--- src/rtl/datapath_seq_ctrl.sv ---
// datapath_seq_ctrl: multi-cycle sequencer driving datapath controls from a latched MIPS instruction
module datapath_seq_ctrl #(
  parameter int CNT_W = 16
) (
  input  logic             clk,
  input  logic             rst,
  input  logic             instr_valid,
  output logic             instr_ready,
  input  logic [31:0]      instr_in,
  input  logic             mem_ready,
  output logic             RegDst,
  output logic             RegWrite,
  output logic             ALUSrc,
  output logic             MemWrite,
  output logic             MemToReg,
  output logic             MemRead,
  output logic [2:0]       ALUControl,
  output logic [25:0]      Inst,
  output logic             done,
  output logic             illegal,
  output logic             busy,
  output logic [CNT_W-1:0] retired
);
  typedef enum logic [2:0] {IDLE, DECODE, EXEC, MEM, WB} state_t;
  state_t state_q, state_d;
  logic [31:0] ir_q;
  logic [CNT_W-1:0] retired_q;
  logic is_r, is_lw, is_sw, r_ok, legal, ctl, fin;
  logic [2:0] alu_r;
  assign is_r  = ir_q[31:26] == 6'b000000;
  assign is_lw = ir_q[31:26] == 6'b100011;
  assign is_sw = ir_q[31:26] == 6'b101011;
  // funct decode: unknown funct codes leave r_ok low and make the instruction illegal
  always_comb begin
    alu_r = ir_q[5:0] == 6'b100000 ? 3'b101 :
            ir_q[5:0] == 6'b100010 ? 3'b110 :
            ir_q[5:0] == 6'b100100 ? 3'b000 :
            ir_q[5:0] == 6'b100101 ? 3'b001 :
            ir_q[5:0] == 6'b101010 ? 3'b111 : 3'b000;
    r_ok  = ir_q[5:0] inside {6'b100000, 6'b100010, 6'b100100, 6'b100101, 6'b101010};
  end
  assign legal = (is_r && r_ok) || is_lw || is_sw;
  // next phase; MEM holds until the memory reports ready
  always_comb begin
    state_d = state_q == IDLE   ? (instr_valid ? DECODE : IDLE) :
              state_q == DECODE ? (legal ? EXEC : IDLE) :
              state_q == EXEC   ? (is_r ? WB : MEM) :
              state_q == MEM    ? (mem_ready ? (is_lw ? WB : IDLE) : MEM) : IDLE;
  end
  assign fin = state_q == WB || (state_q == MEM && is_sw && mem_ready);
  // state, instruction register and retired counter; ir only loads on an accepted handshake
  always_ff @(posedge clk) begin
    if (rst) begin
      state_q   <= IDLE;
      ir_q      <= '0;
      retired_q <= '0;
    end else begin
      state_q <= state_d;
      if (state_q == IDLE && instr_valid) ir_q <= instr_in;
      if (fin) retired_q <= retired_q + CNT_W'(1);
    end
  end
  // every output is forced low while rst is high so an abort never issues a write or done
  assign ctl         = !rst && state_q != IDLE && legal;
  assign instr_ready = !rst && state_q == IDLE;
  assign busy        = !rst && state_q != IDLE;
  assign illegal     = !rst && state_q == DECODE && !legal;
  assign done        = illegal || (!rst && fin);
  assign RegDst      = ctl && is_r;
  assign ALUSrc      = ctl && !is_r;
  assign MemToReg    = ctl && is_r;
  assign RegWrite    = ctl && state_q == WB;
  assign MemRead     = ctl && is_lw && (state_q == MEM || state_q == WB);
  assign MemWrite    = ctl && is_sw && state_q == MEM && mem_ready;
  assign ALUControl  = !ctl ? 3'b000 : is_r ? alu_r : 3'b101;
  assign Inst        = rst ? 26'd0 : ir_q[25:0];
  assign retired     = rst ? '0 : retired_q;
endmodule

--- config.mk ---
export PLATFORM = sky130hd
export DESIGN_NAME = datapath_seq_ctrl
export DESIGN_NICKNAME = d
export VERILOG_FILES = /design/src/rtl/datapath_seq_ctrl.sv
export SDC_FILE = /design/constraint.sdc
export NUM_CORES = 1
export LEC_CHECK = 0
export ABC_AREA = 1
export CAP_MARGIN = 20
export CORE_MARGIN = 4
export CORE_UTILIZATION = 40
export CTS_CLUSTER_DIAMETER = 80
export DETAILED_ROUTE_END_ITERATION = 8
export HOLD_SLACK_MARGIN = 0.08
export PLACE_DENSITY = 0.72
export SLEW_MARGIN = 10
export SYNTH_ARGS = -nofsm -noshare
export SYNTH_HDL_FRONTEND = slang
export SYNTH_SLANG_ARGS = --single-unit
--- constraint.sdc ---
create_clock -name clk -period 1.9 [get_ports clk]
set_input_delay 0.38 -clock clk [delete_from_list [all_inputs] [get_ports clk]]
set_output_delay 0.38 -clock clk [all_outputs]
set_load 0.005 [all_outputs]
==> results of run 1 <==
-- state kept, by name, indices dropped and copies added, names as in the netlist --
signal     cells
retired_q     16
state_q        3
ir_q          32
-- per-stage QoR --
stage               cells  power, µW
floorplan             414       1340
global placement      582       1540
detailed placement    582       1550
CTS                   600       2440
global route          604       2570
finish                604       2450
-- cell families after synthesis --
group / Yosys count
buffers and inverters: 79
adders and majority gates: 1
and+or+nand+nor: 193
AOI/OAI and AO/OA: 87
xor gates and xnor gates: 3
DFF: 51
-- final timing paths --
check                                     to  slack (ns)  cells after the start
worst max-delay path                    done       -0.03                     11
worst min-delay path                 ir_q[8]        0.46                      2
worst min register to register       ir_q[8]        0.46                      2
worst max register to register  retired_q[2]        0.25                     14
-- synthesized netlist by cell type (all sizes together) --
master / count
ha: 1
clkinv: 1
xor2: 3
o22ai: 2
nand2: 74
a21boi: 1
inv: 57
a211oi: 2
and3: 1
o21ai: 36
nor3: 2
clkbuf: 10
nor2: 90
nand4: 7
nand3: 19
dfxtp: 51
a21oi: 46
buf: 11
-- area by class of cell --
class                   count  area [µm²]
well taps                  77        96.3
clock buffers               6        72.6
clock inverters             2        60.1
flip-flops and latches     51        1040
repair buffers            126        1180
fillers                   576        2300
inverters                  58         218
multi-input cells         284        1460
-- per-layer routing --
metal / GRT usage / vias up / wire length (µm)
li1: - / 1523 / -
met2: 0.310 / 75 / 3570
met4: 0.0587 / 0 / 96
met3: 0.0626 / 10 / 517
met5: 0 / - / 0
met1: 0.199 / 1304 / 3230
-- power groups by stage --
stage / clock (µW) / combinational, µW / sequential (µW)
after floorplan: 0 / 171 / 1160
after global placement: 0 / 375 / 1170
final: 873 / 423 / 1150
after detailed placement: 0 / 379 / 1170
after global routing: 948 / 470 / 1160
after CTS: 895 / 399 / 1150
-- worst min-delay path, cell delays in order, from the launching register on --
cell,delay (ns)
dfxtp_1,0.31
inv_1,0.06
a21oi_1,0.05
-- what timing repair did --
action	in CTS	in global routing
pin swaps	7	12
setup endpoints to repair	13	18
setup buffers	10	4
resized for setup	63	37
==> flow_metrics.tcl, run 1 <==
set metrics [dict create \
    die_x_um 90.0 \
    synthesis.area_um2 2690 \
    fin_setup_tns_ns -0.118 \
    power_switching_uw 572 \
    crit_buf_inv 5 \
    final_layout_size_suffix_gt1_frac 0.228 \
    cts_tree "yes" \
    yosysSeqAreaShare 0.380 \
    cts.sinks 51 \
    crit_chain "inv_2 > nor2_4 > buf_6 > buf_4 > nand2_4 > nor2_4 > nand2_2 > nand2_2 > inv_2 > o22ai_2 > buf_2" \
    pre_cts_ws_ns -0.363 \
    cp.required_ns 1.52 \
    vias 2912 \
    arrival_ns 1.55 \
    seq_power_share 0.470 \
    grt-ovfl-total 0 \
    dieArea_um2 8090 \
    drtIter0Drc 135 \
    violations "setup timing" \
    firstDrtPassIters 4 \
    nNetsFinal 563 \
    yosys.area.top_type_share 0.380 \
    wl_um 7410 \
    run_status "complete, but fails checks" \
    p_comb_frac 0.173 \
    slew_violations 0 \
    core_region_area_um2 6420 \
    fin_area_um2 4130 \
    rows 29 \
    layout_min_cycle_time_ns 1.93 \
    grtUsageTotal 0.176 \
    antenna_found_initial 0 \
    grt_pass1_vias 2826 \
    ir_drop_uv 451 \
    num_io_pins 91 \
    clock_skew_ns 0.00584 \
    cts_root_buf "clkbuf_8" \
    clkPwrFrac 0.357 \
    avgSynthCellArea_um2 6.49 \
    p_sw_frac 0.234 \
    start_util 0.418 \
    endpoint_kind "output port" \
    worstMarginPinSlew_ns 0.325 \
    synth.area.mux_share 0 \
    grt_pass1_wl_um 12100 \
    clock_latency_ns 0.30 \
    wl_per_cell_um 12.3 \
    drc 0 \
    syn_nets 451 \
    postRouteAntennaNets 0 \
    synthCells 414 \
    fin_crit_sh 1.02 \
    finalSetupViolCount 5 \
    rsz0062_at_grt "yes" \
    synth_area_leaders "dfxtp_1, nor2_1, nand2_1, inv_1, a21oi_1" \
    vias_per_cell 4.82 \
    mostFrequentLayoutCell "nor2_1" \
    hpwlAfterDp_um 5280 \
    timing.final.ws_setup_ns -0.0303 \
    final_hold_viol_count 0 \
    final_cell_mix "nor2_1, clkdlybuf4s50_1, nand2_1, inv_1, dfxtp_1" \
    diodes 0 \
    grt_max_degree 47 \
    synth-simple-area-share 0.303 \
    synth_top_family_by_area "simple AND/OR/NAND/NOR gates" \
    cts_hold_buffers 0 \
    crit_path_max_incr_delay_ns 0.35 \
    yosysTopAreaCell "dfxtp_1" \
    clock_path_buffers 2 \
    path_delay_family "buffers and inverters" \
    synthAdderAreaFrac 0.00466 \
    fmax_mhz 518 \
    cp_slowest_cell "dfxtp_2" \
    min_from "ir_q[8]" \
    worst_hold_slack_ns 0.456 \
    htreeDepth 2 \
    crit_fanout 2 \
    power_density_nw_per_um2 593 \
    p_leak_uw 0.00175 \
    area_growth_pct 53.5 \
    slew_headroom 0.783 \
    dpl_cell_area_um2 3760 \
    port_buffers 90 \
    criticalPathCategory "flip-flop to output port" \
    holdCritPathClass "flip-flop to flip-flop" \
    yosysUniqueCellTypes 28 \
    intPower_uw 1870 \
    synth-xor-area-share 0.00978 \
    clkSlewWorstSetupHoldPaths_ns 0.09 \
    die_h_um 90.0 \
    yosysWarnings 0 \
    post-route-util 0.643 \
    gp_congestion 0.893 \
    startpoint "ir_q[31]" \
    cap_viol_max_count 0 \
    worstSetupStartpointType "flip-flop" \
    ys_seq_elements 51 \
    reg2reg_from "ir_q[31]" \
    synth_compound_area_frac 0.178 \
    numCtsBuffers 5 \
]
(Power assumes the default switching activity.)
==> inputs of run 2 (changes only) <==
CAP_MARGIN = 25   (was 20)
RECOVER_POWER = 50   (was unset)
==> flow_metrics.tcl, run 2 (synthesized netlist as in run 1, its figures left out) <==
set metrics [dict create \
    die_h_um 90.0 \
    final_hold_viol_count 0 \
    path_delay_family "simple AND/OR/NAND/NOR gates" \
    crit_buf_inv 2 \
    grt_pass1_wl_um 12100 \
    grtUsageTotal 0.176 \
    largest_register "ir_q" \
    fin_area_um2 4120 \
    fin_cells 604 \
    grt_pass1_vias 2826 \
    mostFrequentLayoutCell "nor2_1" \
    rows 29 \
    run_status "complete, but fails checks" \
    die_x_um 90.0 \
    power_density_nw_per_um2 594 \
    dpl_cell_area_um2 3760 \
    crit_fanout 5 \
    diodes 0 \
    endpoint_kind "output port" \
    rsz0062_at_grt "yes" \
    final_cell_mix "nor2_1, clkdlybuf4s50_1, nand2_1, inv_1, dfxtp_1" \
    postRouteAntennaNets 0 \
    num_io_pins 91 \
    vias_per_cell 4.81 \
    htreeDepth 2 \
    worst_hold_slack_ns 0.456 \
    clkSlewWorstSetupHoldPaths_ns 0.09 \
    cp.required_ns 1.52 \
    core_region_area_um2 6420 \
    crit_path_max_incr_delay_ns 0.33 \
    cap_viol_max_count 0 \
    hpwlAfterDp_um 5280 \
    finalSetupViolCount 5 \
    slew_headroom 0.782 \
    fin_crit_sh 1.02 \
    cp.depth 9 \
    drc 0 \
    largest_reg_flops 32 \
    grt_max_degree 47 \
    clock_path_buffers 2 \
    crit_chain "inv_2 > nor2_4 > nand3_2 > nand3_2 > nand2_2 > nand2_4 > nand2_4 > nor2_1 > clkdlybuf4s15_2" \
    worstSetupStartpointType "flip-flop" \
    totalPowerFinal_uw 2450 \
    start_util 0.418 \
    criticalPathCategory "flip-flop to output port" \
    timing.final.ws_setup_ns -0.0297 \
    top_regs "ir_q (32), retired_q (16), state_q (3)" \
    vias 2908 \
    antenna_found_initial 0 \
    layout_min_cycle_time_ns 1.93 \
    gp_congestion 0.893 \
    fmax_mhz 518 \
    drtIter0Drc 143 \
    wl_um 7400 \
    grt-ovfl-total 0 \
    ir_drop_uv 452 \
    dp.cells 582 \
    nNetsFinal 563 \
    clock_skew_ns 0.00548 \
    holdCritPathClass "flip-flop to flip-flop" \
    wl_per_cell_um 12.3 \
    r2r_cells 14 \
    dieArea_um2 8090 \
    firstDrtPassIters 4 \
    clock_latency_ns 0.30 \
    worstMarginPinSlew_ns 0.326 \
    cts_root_buf "clkbuf_8" \
    slew_violations 0 \
    final_layout_size_suffix_gt1_frac 0.224 \
    cts_tree "yes" \
    hold_depth 2 \
    numCtsBuffers 5 \
    area_growth_pct 53.2 \
    p_leak_uw 0.00175 \
    port_buffers 90 \
    cts_hold_buffers 0 \
    arrival_ns 1.55 \
    cts.sinks 51 \
    cp_slowest_cell "dfxtp_2" \
    violations "setup timing" \
]
run 2: cell types whose count changed in the layout (fill, tap and decap cells not counted):
cell,previous run,this run
dfxtp_1,40,41
dfxtp_4,2,1
nand3_1,11,12
nand3_2,7,6
run 2: per-layer routing:
layer  share of wire  GRT usage  vias up
met3           0.070     0.0626       10
li1                -          -     1523
met1            0.44      0.199     1300
met5               0          0        -
met4           0.013     0.0587        0
met2            0.48      0.310       75
run 2: final timing paths:
path                            slack, ns     start            end
worst max register to register       0.26  ir_q[31]   retired_q[2]
worst min register to register       0.46   ir_q[8]        ir_q[8]
worst min-delay path                 0.46   ir_q[8]        ir_q[8]
worst max-delay path                -0.03   ir_q[5]  ALUControl[2]
run 2: per-stage QoR:
step           setup TNS (ns)  setup slack (ns)  utilization
2_1_floorplan               0             0.240            -
3_3_place_gp            -1.20            -0.338        0.585
3_5_place_dp            -1.73            -0.363        0.585
4_1_cts                -0.299            -0.101        0.624
5_1_grt                -0.750            -0.146        0.641
6_report               -0.116           -0.0297        0.641
run 2: what timing repair did:
item	CTS	global route
gates resized for setup	63	37
hold endpoints to repair	0	0
endpoints found under the setup margin	13	18
setup buffers	10	4
pin swaps	7	12
run 2: worst min-delay path: stages, from the launching register on:
cell,delay (ns)
dfxtp_1,0.31
inv_1,0.06
a21oi_1,0.05
run 2: power by group:
part           internal, µW  total [µW]  leakage [µW]  switching [µW]
Combinational           224         422       0.00126             198
Clock                   526         874     0.0000654             347
Sequential             1120        1150      0.000423            26.3
Total                  1880        2450       0.00175             572
run 2: cell type report:
| class | count | area [µm²] |
|---|---|---|
| multi-input combinational | 284 | 1460 |
| timing repair buffer | 126 | 1180 |
| tap | 77 | 96.3 |
| clock inverter | 2 | 60.1 |
| sequential | 51 | 1040 |
| inverter | 58 | 218 |
| fill | 579 | 2300 |
| clock buffer | 6 | 72.6 |
==> inputs of run 3 (changes only) <==
SKIP_CTS_REPAIR_TIMING = 1   (was unset)
clock period = 2 ns   (was 1.9 ns; I/O delays follow)
==> flow_metrics.tcl, run 3 (synthesized netlist as in run 1, its figures left out) <==
set metrics [dict create \
    run_status "finished, final reports clean" \
    fin_cells 593 \
    fmax_mhz 517 \
    hpwlAfterDp_um 5290 \
    reg2reg_from "state_q[1]" \
    layout_min_cycle_time_ns 1.94 \
    cts_root_buf "clkbuf_8" \
    grt_pass1_vias 2688 \
    clock_skew_ns 0.00529 \
    slew_violations 0 \
    dp.cells 579 \
    totalPowerFinal_uw 2200 \
    wl_per_cell_um 12.2 \
    grt-ovfl-total 0 \
    firstDrtPassIters 4 \
    crit_path_max_incr_delay_ns 0.36 \
    power_density_nw_per_um2 553 \
    diodes 0 \
    holdCritPathClass "flip-flop to flip-flop" \
    hold_end "ir_q[21]" \
    clock_latency_ns 0.30 \
    postRouteAntennaNets 0 \
    grt_max_degree 43 \
    numCtsBuffers 5 \
    area_growth_pct 48.5 \
    largest_register "ir_q" \
    final_layout_size_suffix_gt1_frac 0.174 \
    worstSetupStartpointType "flip-flop" \
    num_io_pins 91 \
    arrival_ns 1.54 \
    final_cell_mix "nor2_1, clkdlybuf4s50_1, nand2_1, inv_1, dfxtp_1" \
    port_buffers 90 \
    endpoint_kind "output port" \
    crit_fanout 4 \
    core_region_area_um2 6420 \
    top_regs "ir_q (32), retired_q (16), state_q (3)" \
    antenna_found_initial 0 \
    vias_per_cell 4.78 \
    gp_congestion 0.879 \
    path_delay_family "simple AND/OR/NAND/NOR gates" \
    pre_cts_ws_ns -0.333 \
    dieArea_um2 8090 \
    crit_chain "nor2_1 > nand4_1 > inv_1 > buf_4 > nand2_1 > nor2_2 > nor2_2 > dlymetal6s2s_1" \
    cp.required_ns 1.60 \
    rows 29 \
    cap_viol_max_count 0 \
    vias 2836 \
    nNetsFinal 552 \
    drtIter0Drc 100 \
    startpoint "ir_q[29]" \
    cp.depth 8 \
    grtUsageTotal 0.169 \
    clkSlewWorstSetupHoldPaths_ns 0.09 \
    finalSetupViolCount 0 \
    wl_um 7220 \
    worstMarginPinSlew_ns 0.517 \
    reg2reg_slack_ns 0.34 \
    largest_reg_flops 32 \
    crit_buf_inv 3 \
    ir_drop_uv 313 \
    grt_pass1_wl_um 11600 \
    die_x_um 90.0 \
    hold_depth 2 \
    r2r_cells 5 \
    criticalPathCategory "flip-flop to output port" \
    fin_crit_sh 0.968 \
    min_from "ir_q[21]" \
    slew_headroom 0.654 \
    timing.final.ws_setup_ns 0.0649 \
    timing.rr.end "ir_q[11]" \
    mostFrequentLayoutCell "nor2_1" \
    cp_slowest_cell "dfxtp_2" \
    drc 0 \
    die_h_um 90.0 \
    p_leak_uw 0.00173 \
    cts_tree "yes" \
    start_util 0.418 \
    cts.sinks 51 \
    crit_top_cell "nor2_2" \
    htreeDepth 2 \
    clock_path_buffers 2 \
    final_hold_viol_count 0 \
]
==> run 3: changes by cell type in the layout (fill, tap and decap cells not counted), moves of 3 or more <==
cell,previous run,this run
clkdlybuf4s15_2,3,0
buf_2,7,2
inv_2,9,6
dlymetal6s2s_1,6,10
nor2_2,7,11
nor2_4,7,4
clkdlybuf4s50_1,71,74
inv_1,48,51
nand2_1,61,64
buf_4,31,21
==> run 3: how the worst max path moves through the flow <==
stage                    end  slack (ns)
2_1_floorplan         RegDst        0.30
3_3_place_gp            done       -0.28
3_5_place_dp            done       -0.33
4_1_cts             MemToReg       -0.46
5_1_grt        ALUControl[2]       -0.03
6_report       ALUControl[0]        0.06
==> run 3: tightest hold or removal path: stages, from the launching register on <==
cell and delay, ns:
dfxtp_1 0.31, inv_1 0.06, a21oi_1 0.05
==> run 3: per-stage QoR <==
stage	utilization	hold WS, ns	setup TNS, ns	instance area, µm²
3_5_place_dp	0.582	0.443	-0.907	3730
6_report	0.621	0.457	0	3990
5_1_grt	0.621	0.476	-0.0558	3990
2_1_floorplan	-	0.430	0	2690
3_3_place_gp	0.582	0.441	-0.549	3730
4_1_cts	0.600	0.457	-3.88	3850
==> run 3: report_power, final <==
group | internal (µW) | switching [µW] | total, µW
clock network | 405 | 329 | 734
logic | 199 | 180 | 379
registers | 1070 | 25.0 | 1090
==> run 3: area by class of cell <==
| cell class | instances | area [µm²] |
|---|---|---|
| Clock inverter | 2 | 35.0 |
| Sequential cell | 51 | 1040 |
| Multi-Input combinational cell | 284 | 1410 |
| Tap cell | 77 | 96.3 |
| Timing Repair Buffer | 115 | 1110 |
| Inverter | 58 | 218 |
| Fill cell | 603 | 2430 |
| Clock buffer | 6 | 82.6 |
==> run 3: per-layer routing <==
layer	track usage	wire length (µm)
met5	0	0
met4	0.0395	48
met3	0.0609	577
met2	0.307	3460
met1	0.189	3130
